`src/rtl/spi_master_xfer.sv`:
```
// SPI mode-0 master: one DATA_W-bit full-duplex transfer per accepted start, MSB first.
// Optional build macro SPI_MASTER_LOOPBACK_EN adds a loopback input that samples the internal mosi.
module spi_master_xfer #(
    parameter int CLK_DIV = 4,
    parameter int DATA_W  = 8
) (
    input  logic              clk,
    input  logic              rst_n,
    input  logic              start,
    input  logic [DATA_W-1:0] tx_data,
    output logic              busy,
    output logic              done,
    output logic [DATA_W-1:0] rx_data,
    output logic              sclk,
    output logic              cs_n,
    output logic              mosi,
    input  logic              miso
`ifdef SPI_MASTER_LOOPBACK_EN
    ,
    input  logic              loopback
`endif
);

    localparam int CNT_W  = $clog2(CLK_DIV + 1);
    localparam int HALF_W = $clog2(2 * DATA_W);

    localparam logic [CNT_W-1:0]  CNT_LAST       = CNT_W'(CLK_DIV - 1);
    localparam logic [HALF_W-1:0] HALF_LAST      = HALF_W'(2 * DATA_W - 1);
    localparam logic [HALF_W-1:0] HALF_FALL_LAST = HALF_W'(2 * DATA_W - 2);

    typedef enum logic [1:0] {
        IDLE,
        SETUP,
        SHIFT,
        HOLD
    } state_t;

    state_t              state_reg, state_next;
    logic [CNT_W-1:0]    cnt_reg, cnt_next;
    logic [HALF_W-1:0]   half_reg, half_next;
    logic [DATA_W-1:0]   tx_shift_reg, tx_shift_next;
    logic [DATA_W-1:0]   rx_shift_reg, rx_shift_next;
    logic [DATA_W-1:0]   rx_data_reg, rx_data_next;
    logic                sclk_reg, sclk_next;
    logic                cs_n_reg, cs_n_next;
    logic                mosi_reg, mosi_next;
    logic                busy_reg, busy_next;
    logic                done_reg, done_next;

    logic                miso_meta_reg;
    logic                miso_sync_reg;
    logic                sample_bit;
    logic                phase_end;
    logic [DATA_W-1:0]   tx_shifted;
    logic [DATA_W-1:0]   rx_shifted;

    // miso comes from another clock domain; two flops before it is used
    always_ff @(posedge clk or negedge rst_n) begin
        if (!rst_n) begin
            miso_meta_reg <= 1'b0;
            miso_sync_reg <= 1'b0;
        end else begin
            miso_meta_reg <= miso;
            miso_sync_reg <= miso_meta_reg;
        end
    end

`ifdef SPI_MASTER_LOOPBACK_EN
    assign sample_bit = loopback ? mosi_reg : miso_sync_reg;
`else
    assign sample_bit = miso_sync_reg;
`endif

    assign phase_end  = (cnt_reg == CNT_LAST);
    assign tx_shifted = tx_shift_reg << 1;
    assign rx_shifted = (rx_shift_reg << 1) | DATA_W'(sample_bit);

    always_ff @(posedge clk or negedge rst_n) begin
        if (!rst_n) begin
            state_reg    <= IDLE;
            cnt_reg      <= '0;
            half_reg     <= '0;
            tx_shift_reg <= '0;
            rx_shift_reg <= '0;
            rx_data_reg  <= '0;
            sclk_reg     <= 1'b0;
            cs_n_reg     <= 1'b1;
            mosi_reg     <= 1'b0;
            busy_reg     <= 1'b0;
            done_reg     <= 1'b0;
        end else begin
            state_reg    <= state_next;
            cnt_reg      <= cnt_next;
            half_reg     <= half_next;
            tx_shift_reg <= tx_shift_next;
            rx_shift_reg <= rx_shift_next;
            rx_data_reg  <= rx_data_next;
            sclk_reg     <= sclk_next;
            cs_n_reg     <= cs_n_next;
            mosi_reg     <= mosi_next;
            busy_reg     <= busy_next;
            done_reg     <= done_next;
        end
    end

    always_comb begin
        state_next    = state_reg;
        cnt_next      = phase_end ? '0 : cnt_reg + CNT_W'(1);
        half_next     = half_reg;
        tx_shift_next = tx_shift_reg;
        rx_shift_next = rx_shift_reg;
        rx_data_next  = rx_data_reg;
        sclk_next     = sclk_reg;
        cs_n_next     = cs_n_reg;
        mosi_next     = mosi_reg;
        busy_next     = busy_reg;
        done_next     = 1'b0;

        case (state_reg)
            IDLE: begin
                cnt_next = '0;
                if (start) begin
                    state_next    = SETUP;
                    tx_shift_next = tx_data;
                    mosi_next     = tx_data[DATA_W-1];
                    rx_shift_next = '0;
                    half_next     = '0;
                    cs_n_next     = 1'b0;
                    busy_next     = 1'b1;
                end
            end
            SETUP: begin
                // The first sclk rise coincides with entering SHIFT, so it samples here
                if (phase_end) begin
                    state_next    = SHIFT;
                    sclk_next     = 1'b1;
                    half_next     = '0;
                    rx_shift_next = rx_shifted;
                end
            end
            SHIFT: begin
                if (phase_end) begin
                    if (half_reg == HALF_LAST) begin
                        state_next = HOLD;
                    end else begin
                        half_next = half_reg + HALF_W'(1);
                        sclk_next = ~sclk_reg;
                        if (!sclk_reg) begin
                            rx_shift_next = rx_shifted;
                        end else if (half_reg != HALF_FALL_LAST) begin
                            // The final fall leaves the last bit on mosi through HOLD
                            tx_shift_next = tx_shifted;
                            mosi_next     = tx_shifted[DATA_W-1];
                        end
                    end
                end
            end
            HOLD: begin
                if (phase_end) begin
                    state_next   = IDLE;
                    cs_n_next    = 1'b1;
                    mosi_next    = 1'b0;
                    busy_next    = 1'b0;
                    done_next    = 1'b1;
                    rx_data_next = rx_shift_reg;
                end
            end
            default: begin
                state_next = IDLE;
            end
        endcase
    end

    assign busy    = busy_reg;
    assign done    = done_reg;
    assign rx_data = rx_data_reg;
    assign sclk    = sclk_reg;
    assign cs_n    = cs_n_reg;
    assign mosi    = mosi_reg;

endmodule
```
`config.mk`:
```
export PLATFORM = sky130hd
export DESIGN_NAME = spi_master_xfer
export DESIGN_NICKNAME = d
export VERILOG_FILES = /design/src/rtl/spi_master_xfer.sv
export SDC_FILE = /design/constraint.sdc
export NUM_CORES = 1
export LEC_CHECK = 0
export ABC_AREA = 1
export CELL_PAD_IN_SITES_DETAIL_PLACEMENT = 1
export CELL_PAD_IN_SITES_GLOBAL_PLACEMENT = 2
export CORE_MARGIN = 2
export CORE_UTILIZATION = 28
export DETAILED_ROUTE_END_ITERATION = 10
export PLACE_DENSITY = 0.76
export SLEW_MARGIN = 0
export SYNTH_ARGS = -nofsm -noshare
export SYNTH_HDL_FRONTEND = slang
export SYNTH_SLANG_ARGS = --single-unit
export TNS_END_PERCENT = 100
```
`constraint.sdc`:
```
create_clock -name clk -period 2.05 [get_ports clk]
set_clock_uncertainty 0.05 [all_clocks]
set_input_delay 0.205 -clock clk [delete_from_list [all_inputs] [get_ports clk]]
set_output_delay 0.205 -clock clk [all_outputs]
set_load 0.01 [all_outputs]
```
# After elaboration in Yosys (flattened, before gate mapping)
# Cells that the tools add are included.
# Widths: inputs -> output; s select.
# totals
reg_bits	39
word_cells	88
out_inout_bits	13
in_bits	12
# op_classes
n_addsub	2
n_reduce_logical	14
mux	42
eq_ne	15
n_bitwise	2
# op_table
op	n
$mux 8	5
$mux 7	5
$pmux 8 s3	1
$ne 2x2->1 const B	9
$mux 4	4
$pmux 7 s2	1
$mux 1	13
$pmux 4 s3	1
$reduce_and 6->1	2
$mux 2	5
$reduce_and 5->1	2
$or 8x1->8	1
$pmux 2 s4	1
$reduce_and 7->1	1
$mux 3	2
$pmux 1 s2	3
$reduce_bool 2->1	3
$reduce_bool 3->1	2
$add 4x1->4 const B	1
$eq 2x2->1 const B	2
$eq 4x4->1 const B	1
$ne 4x4->1 const B	1
$reduce_and 4->1	1
$add 3x1->3 const B	1
other kinds (7)	7

# Logic depth before layout (Yosys ltp)
# Gate-level depths: netlist (run 1).
# depth
ltp_word	6
mapped_depth	9
depth_no_buf	9

# Worst setup path before layout (run 1)
# OpenSTA, ideal clock, no wires.
# synth_path
path_type	reg-to-reg
from	register state_reg[0]
to	register rx_shift_reg[0]
n_path_buf	1
arrival_time_ps	1374
path_stages_with_launch	8
setup_slack_ps	503
path_cell_list	dfrtp_1 inv_1 ha_1 buf_6 a21oi_4 nand3_2 o21ai_0 nand2_1
# synth_between
elab_chain_len	3
word_cells_on_any_way	11
classes_between	eq/ne (7); mux (1); reduce/logical (3)
# synth_lines
element	line	text
from (decl)	38	state_t state_reg, state_next;
from (signal assigned)	92	state_reg <= state_next;
$eq 2x2->1, or another cell as far along	119	case (state_reg)
$ne 2x2->1 (no line) / $reduce_bool 3->1 (equally long branches)	-	
$reduce_and 6->1 (no line)	-	
to (signal assigned)	96	rx_shift_reg <= rx_shift_next;
to (decl)	42	logic [DATA_W-1:0] rx_shift_reg, rx_shift_next;
# Parallel ways exist; a longest one is shown, timed or not.
# A chain may end at the register's enable or synchronous reset.

# Final worst setup path (run 1)
# layout_path
from	register state_reg[0]
to	register tx_shift_reg[2]
# layout_between
elab_chain_len	3
word_cells_on_any_way	10
classes_between	eq/ne (6); mux (1); reduce/logical (3)
# layout_lines
element	line	text
$eq 2x2->1 / $logic_not 2->1 (equally long branches)	119	
$ne 2x2->1 (no line) / $reduce_bool 2->1 (equally long branches)	-	
$reduce_and 6->1 (no line)	-	
to (signal assigned)	95	tx_shift_reg <= tx_shift_next;
to (decl)	41	logic [DATA_W-1:0] tx_shift_reg, tx_shift_next;
# Parallel ways exist; a longest one is shown, timed or not.

==> impl_results.md, run 1 <==
- Grt met3 use: 2.85%
- Drt total wl: 5.01 mm
- Switching Share: 19.0%
- Multi-input combinational cell area: 975 um^2
- Synth Flop Type: dfrtp_1
- GR Overflow Total: 0
- Async SR Flop Fraction: 100%
- Synth top area cells: dfrtp_1 (46%), nand2_1 (20%), ha_1 (6.0%)
- Period utilization: 88.6%
- Post-synth top area share: 45.7%
- Final core occ: 36.0%
- RD Place Congestion: 0.746
- Met2 Usage GRT: 21.4%
- Max Slew Vio Count: 0
- Top post-synthesis cells by count: nand2_1 (110), dfrtp_1 (38), inv_1 (22)
- Die X: 90.2 um
- PD cells: 613 nW/um^2
- EDFF count, synth: 0
- Period minus WS final: 1.82 ns
- Part of the power in registers: 49.2%
- Num Clock Sinks: 39
- CP startpoint: state_reg[0]
- Synthesized area: 2080 um^2
- Maximum vdd drop: 0.225 mV
- Netlist cell types: 27
- Worst R2R Start: state_reg[0]
- Worst Tran Pin Value: 0.407 ns
- Fillers: 889
- Syn. warnings: 0
- Met1 usage: 18.0%
- Top-count cell post-synth: nand2_1
- Worst Hold Launch: miso_meta_reg
- Register area: 977 um^2
- P_sw: 0.000302 W
- Worst Path Max Fanout: 8
- Routed vias: 1,685
- CP required: 2.18 ns
- Dominant cell type by area after synthesis: dfrtp_1
- Area of the die: 8140 um^2
- Hold Vio Cnt, Final: 0
- DR DRC count: 0
- Layout cells sized above 1: 11.5%
- 1st-iter DRT viols: 48
- Clk Latency, worst-skew pair: 0.29 ns
- Clock power share: 47.7%
- Data arrival time of the worst path: 1.95 ns
- DPL Wire Length: 3.80 mm
- Synth Net Count: 282
- First-pass GRT wire length: 8.85 mm
- Clk root buf: clkbuf_8
- RSZ-0062 raised after global routing: false
- Type of element launching the critical path: register
- DR WL/cell: 12.7 um
- Initial core utilization: 28.9%
- MaxCap Viol Count: 0
- CTS clk-pin slew, worst paths: 0.07 ns
- TNS Setup: 0 ns
- Largest net degree at the start of global routing: 18
- Initial antenna violation count: 0
- Fmax: 551 MHz
- Diodes inserted: 0
- DRT antenna net count: 0
- Rows: 31
- Hold Slack: 0.304 ns
- Critical path endpoint category: register
- Port Buffers: 24
- Core Area: 7210 um^2
- CTS tree: built
- Most Crowded Layer GR: met2
- Syn Area/Cell: 8.01 um^2
- All-Layer GR Usage: 13.3%
- Number of I/O pins: 25
- Clk buf depth: 2
- TritonRoute pass-1 iters: 4
- Logic gate share of total power: 3.1%
- H-tree lvl count: 2
- Vias in the first global route: 1,776
- Die H: 90.2 um
- Setup CP Type: register to register
- P_int: 0.00129 W
- Area grow syn2layout: 24.7%
- Final net count: 316
- Min-Delay Path Class: register to register
- Final setup fails: 0
- Seq/Total Area, Yosys: 46.9%
- Gate Count Post-Synth: 260
- Leak pwr: 1.37 nW
- Status: finished clean
- Slew HR: 72.9%
- Vias/cell: 4.28
- TritonCTS Buffers: 5
- Register bit total from synthesis: 39
cell families after synthesis:
kind of cell / synth area share, %
AOI/OAI and AO/OA: 6.85
adders and majority gates: 6.01
and+or+nand+nor: 34.0
buffers and inverters: 6.25
DFF: 46.9
metal layers:
layer	vias to the layer above	part of all wire (%)
li1	885	-
met1	771	50
met2	25	46
met3	4	2.8
met4	0	1.0
met5	-	0
cell type report:
class	count	area share, %
timing repair buffer	31	11.2
tap	99	4.77
sequential	39	37.6
multi-input combinational	191	37.5
inverter	26	3.76
clock buffer	6	2.80
clock inverter	2	2.31
power groups by stage:
stage	Combinational, W	Sequential, W	Clock [W]
finish	0.0000498	0.000782	0.000759
global route	0.0000579	0.000783	0.000829
CTS	0.0000520	0.000782	0.000786
detailed placement	0.0000503	0.000797	0
global placement	0.0000492	0.000797	0
floorplan	0.00000904	0.000796	0
critical path, stage by stage (launching register included):
cell and delay (ns):
dfrtp_1 0.43, inv_1 0.15, ha_1 0.36, inv_1 0.14, nand2_1 0.13, o21ai_4 0.09
nor2_8 0.15, nand2_4 0.09, nand2_1 0.07, nand2_1 0.05
stage by stage:
| stage | setup WS (ns) | instances | cell area, um^2 | power (W) |
|---|---|---|---|---|
| after floorplan | 0.503 | 260 | 2080 | 0.000805 |
| after global placement | 0.255 | 385 | 2450 | 0.000846 |
| after detailed placement | 0.227 | 385 | 2450 | 0.000847 |
| after CTS | 0.212 | 394 | 2600 | 0.00162 |
| after global routing | 0.0261 | 394 | 2600 | 0.00167 |
| final | 0.234 | 394 | 2600 | 0.00159 |
path summary, 6_finish.rpt:
kind                                   end  slack [ns]  depth (start not counted)
setup reg to reg           tx_shift_reg[2]        0.23                          9
hold reg to reg              miso_sync_reg        0.30                          0
max in group asynchronous  rx_shift_reg[0]        1.11                          3
setup / recovery           tx_shift_reg[2]        0.23                          9
min in group asynchronous       cnt_reg[0]        0.32                          2
hold / removal               miso_sync_reg        0.30                          0
placed cells by master (no fill, tap or decap), types with 2 or more instances in the layout:
| master | count |
|---|---|
| nand2_1 | 110 |
| inv_2 | 3 |
| nand2_4 | 2 |
| nor3_1 | 2 |
| bufinv_16 | 2 |
| dfrtp_1 | 38 |
| buf_4 | 6 |
| nor2_2 | 3 |
| clkbuf_8 | 5 |
| clkdlybuf4s50_1 | 23 |
| nand2_2 | 5 |
| o21ai_0 | 18 |
| inv_1 | 22 |
| nand3_1 | 12 |
| nor2_1 | 9 |
| ha_1 | 10 |
| nand4_1 | 10 |
what timing repair did:
item                                   in CTS  in global routing
resized for setup                           0                  0
hold buffers                                1                  0
endpoints found under the hold margin      14                  0
setup buffers                               0                  0
(Power assumes the default switching activity.)
==> run 2: changes to the inputs <==
Settings changed: ABC_AREA 1 to unset, PLACE_DENSITY 0.76 to 0.71.
==> run 2 against run 1 <==
Against the previous run: register-to-register slack lost 0.097 ns; cell area is 4.6% lower; non-clock buffer count increased by 8.
==> impl_results.md, run 2 <==
- TNS Setup: 0 ns (unchanged)
- Data arrival time of the worst path: 2.05 ns (+0.10 ns)
- Hold Vio Cnt, Final: 0 (unchanged)
- Grt met3 use: 2.27% (-0.58 points)
- CTS clk-pin slew, worst paths: 0.08 ns (about the same)
- Initial core utilization: 28.6% (-0.21 points)
- Hold Slack: 0.293 ns (-0.0116 ns)
- First-pass GRT wire length: 6.82 mm (-23%)
- Status: finished clean
- Post-synthesis adder-cell area fraction: 6.46% (+0.45 points)
- Initial antenna violation count: 0 (unchanged)
- Reg-to-reg slack, setup: 0.14 ns (-0.10 ns)
- Synth top area cells: dfrtp_1 (49%), mux2_2 (8.7%), ha_1 (6.5%)
- Final net count: 237 (-25%)
- Clk root buf: clkbuf_8
- Synthesized area: 1940 um^2 (-7.0%)
- Area grow syn2layout: 28.0%
- TritonCTS Buffers: 5 (unchanged)
- DR WL/cell: 13.7 um (+7.8%)
- Rows: 30 (-3.2%)
- Slew HR: 66.1% (-6.8 points)
- 1st-iter DRT viols: 57 (+19%)
- Period minus WS final: 1.91 ns (+0.0974 ns)
- Most Crowded Layer GR: met2
- Multiplexer area fraction after synthesis: 15.1% (+15 points)
- Worst Path Max Fanout: 4 (-4)
- Area of the die: 7590 um^2 (-6.7%)
- Layout cells sized above 1: 21.8% (+10 points)
- PD cells: 1570 nW/um^2 (+160%)
- GR Overflow Total: 0 (unchanged)
- Number of I/O pins: 25 (unchanged)
- Synth Net Count: 198 (-30%)
- Part of the power in registers: 32.1% (-17 points)
- Type of element launching the critical path: register
- Post-Synth XOR/XNOR Area: 0% (unchanged)
- Async SR Flop Fraction: 100% (unchanged)
- Period utilization: 93.3% (+4.8 points)
- Max Slew Vio Count: 0 (unchanged)
- Top-count cell post-synth: dfrtp_1
- Final setup fails: 0 (unchanged)
- Fmax: 523 MHz (-5.1%)
- RSZ-0062 raised after global routing: false
- EDFF count, synth: 0 (unchanged)
- Worst Hold Launch: miso
- Gate Count Post-Synth: 176 (-32%)
- Seq/Total Area, Yosys: 50.5% (+3.5 points)
- P_sw: 0.00143 W (+370%)
- Leak pwr: 1.10 nW (-20%)
- Syn. warnings: 0 (unchanged)
- Min-Delay Path Class: input pin to register
- Die H: 87.1 um (-3.4%)
- Port Buffers: 24 (unchanged)
- Logic gate share of total power: 51.0% (+48 points)
- Synth Flop Type: dfrtp_1
- Most common cell after layout, fill and taps aside: dfrtp_1
- MaxCap Viol Count: 0 (unchanged)
- Drt total wl: 4.05 mm (-19%)
- Met1 usage: 15.8% (-2.2 points)
- TritonRoute pass-1 iters: 4 (unchanged)
- Worst R2R Start: state_reg[1]
- Post-synth top area share: 49.1% (+3.5 points)
- DRT antenna net count: 0 (unchanged)
- CTS tree: built
- Critical path endpoint category: register
- P_int: 0.00247 W (+91%)
- All-Layer GR Usage: 11.6% (-1.7 points)
- H-tree lvl count: 2 (unchanged)
- Register bit total from synthesis: 39 (unchanged)
- Largest family of logic cells by synthesized area: multiplexers
- RD Place Congestion: 0.738 (-1.1%)
- Vias/cell: 4.72 (+10%)
- Worst Tran Pin Value: 0.509 ns (+0.102 ns)
- Maximum vdd drop: 0.507 mV (+130%)
- DR DRC count: 0 (unchanged)
- Vias in the first global route: 1,413 (-20%)
- Simple-Gate Fraction of Synth Area: 13.3% (-21 points)
- Synth Area in Compound Gates: 9.44% (+2.6 points)
- Largest net degree at the start of global routing: 40 (+22)
- CP startpoint: state_reg[1]
- Netlist cell types: 37 (+37%)
- Die X: 87.1 um (-3.4%)
- Core Area: 6760 um^2 (-6.3%)
- Switching Share: 36.7% (+18 points)
- Top post-synthesis cells by count: dfrtp_1 (38), nand2_1 (22), inv_1 (16)
- Commonest non-fill, non-tap cells in the layout: dfrtp_1 (38), clkdlybuf4s50_1 (23), nand2_1 (22)
- Diodes inserted: 0 (unchanged)
- DPL Wire Length: 2.86 mm (-25%)
- Routed vias: 1,396 (-17%)
- Dominant cell type by area after synthesis: dfrtp_1
- Num Clock Sinks: 39 (unchanged)
- CP required: 2.19 ns (about the same)
- Clk Latency, worst-skew pair: 0.29 ns (about the same)
- Clk buf depth: 2 (unchanged)
- Met2 Usage GRT: 17.9% (-3.5 points)
- Clock power share: 16.9% (-31 points)
- Syn Area/Cell: 11.0 um^2 (+37%)
- Setup CP Type: register to register
-- run 2: power groups by stage --
stage / sequential (W) / clock (W) / combinational (W)
global placement: 0.00126 / 0 / 0.00192
CTS: 0.00125 / 0.000682 / 0.00196
detailed placement: 0.00127 / 0 / 0.00195
floorplan: 0.00127 / 0 / 0.00123
global route: 0.00130 / 0.000717 / 0.00220
finish: 0.00125 / 0.000659 / 0.00199
-- run 2: cell type report --
type                       instances  area (um^2)
clock buffer                       5         68.8
fill                             769         4280
timing repair buffer              39          363
inverter                          16         60.1
sequential                        39          977
tap                               80          100
clock inverter                     3         43.8
multi-input combinational        114          865
-- run 2: kinds of logic after synthesis --
kind of cell	Yosys count
buf+inv	23
simple gates	49
flops	39
mux	26
compound gates	29
fa+ha+maj	10
-- run 2: final timing paths --
path	endpoint	cells past startpoint
max	mosi	7
min in group asynchronous	done	3
max reg2reg	mosi	7
min reg2reg	miso_sync_reg	0
min	miso_meta_reg	1
max in group asynchronous	cs_n	3
-- run 2: routing by layer --
| layer | share of wire, % | vias up |
|---|---|---|
| met5 | 0 | - |
| met4 | 1.9 | 0 |
| met3 | 2.1 | 7 |
| met2 | 48 | 18 |
| met1 | 48 | 694 |
| li1 | - | 677 |
-- run 2: repair_timing --
| action | CTS | global route |
|---|---|---|
| gates resized for setup | 0 | 3 |
| hold buffers | 1 | 0 |
| endpoints found under the hold margin | 38 | 0 |
| endpoints found under the setup margin | 0 | 10 |
| setup buffers | 0 | 1 |
-- run 2: through the flow --
step / power (W) / area [um^2] / utilization (%) / worst slack, ns / instances
floorplan: 0.00251 / 1940 / - / 0.134 / 176
global placement: 0.00318 / 2330 / 34.4 / 0.0643 / 286
detailed placement: 0.00321 / 2330 / 34.4 / 0.0271 / 286
CTS: 0.00389 / 2450 / 36.2 / 0.0351 / 295
global route: 0.00421 / 2480 / 36.7 / 0.0323 / 296
finish: 0.00390 / 2480 / 36.7 / 0.137 / 296
-- run 2: critical path, stage by stage, from the launching register on --
cell       delay, ns
dfrtp_1         0.43
buf_4           0.16
ha_1            0.23
nor2_1          0.09
o21ai_0         0.08
buf_4           0.16
a2111oi_2       0.23
mux2_2          0.37
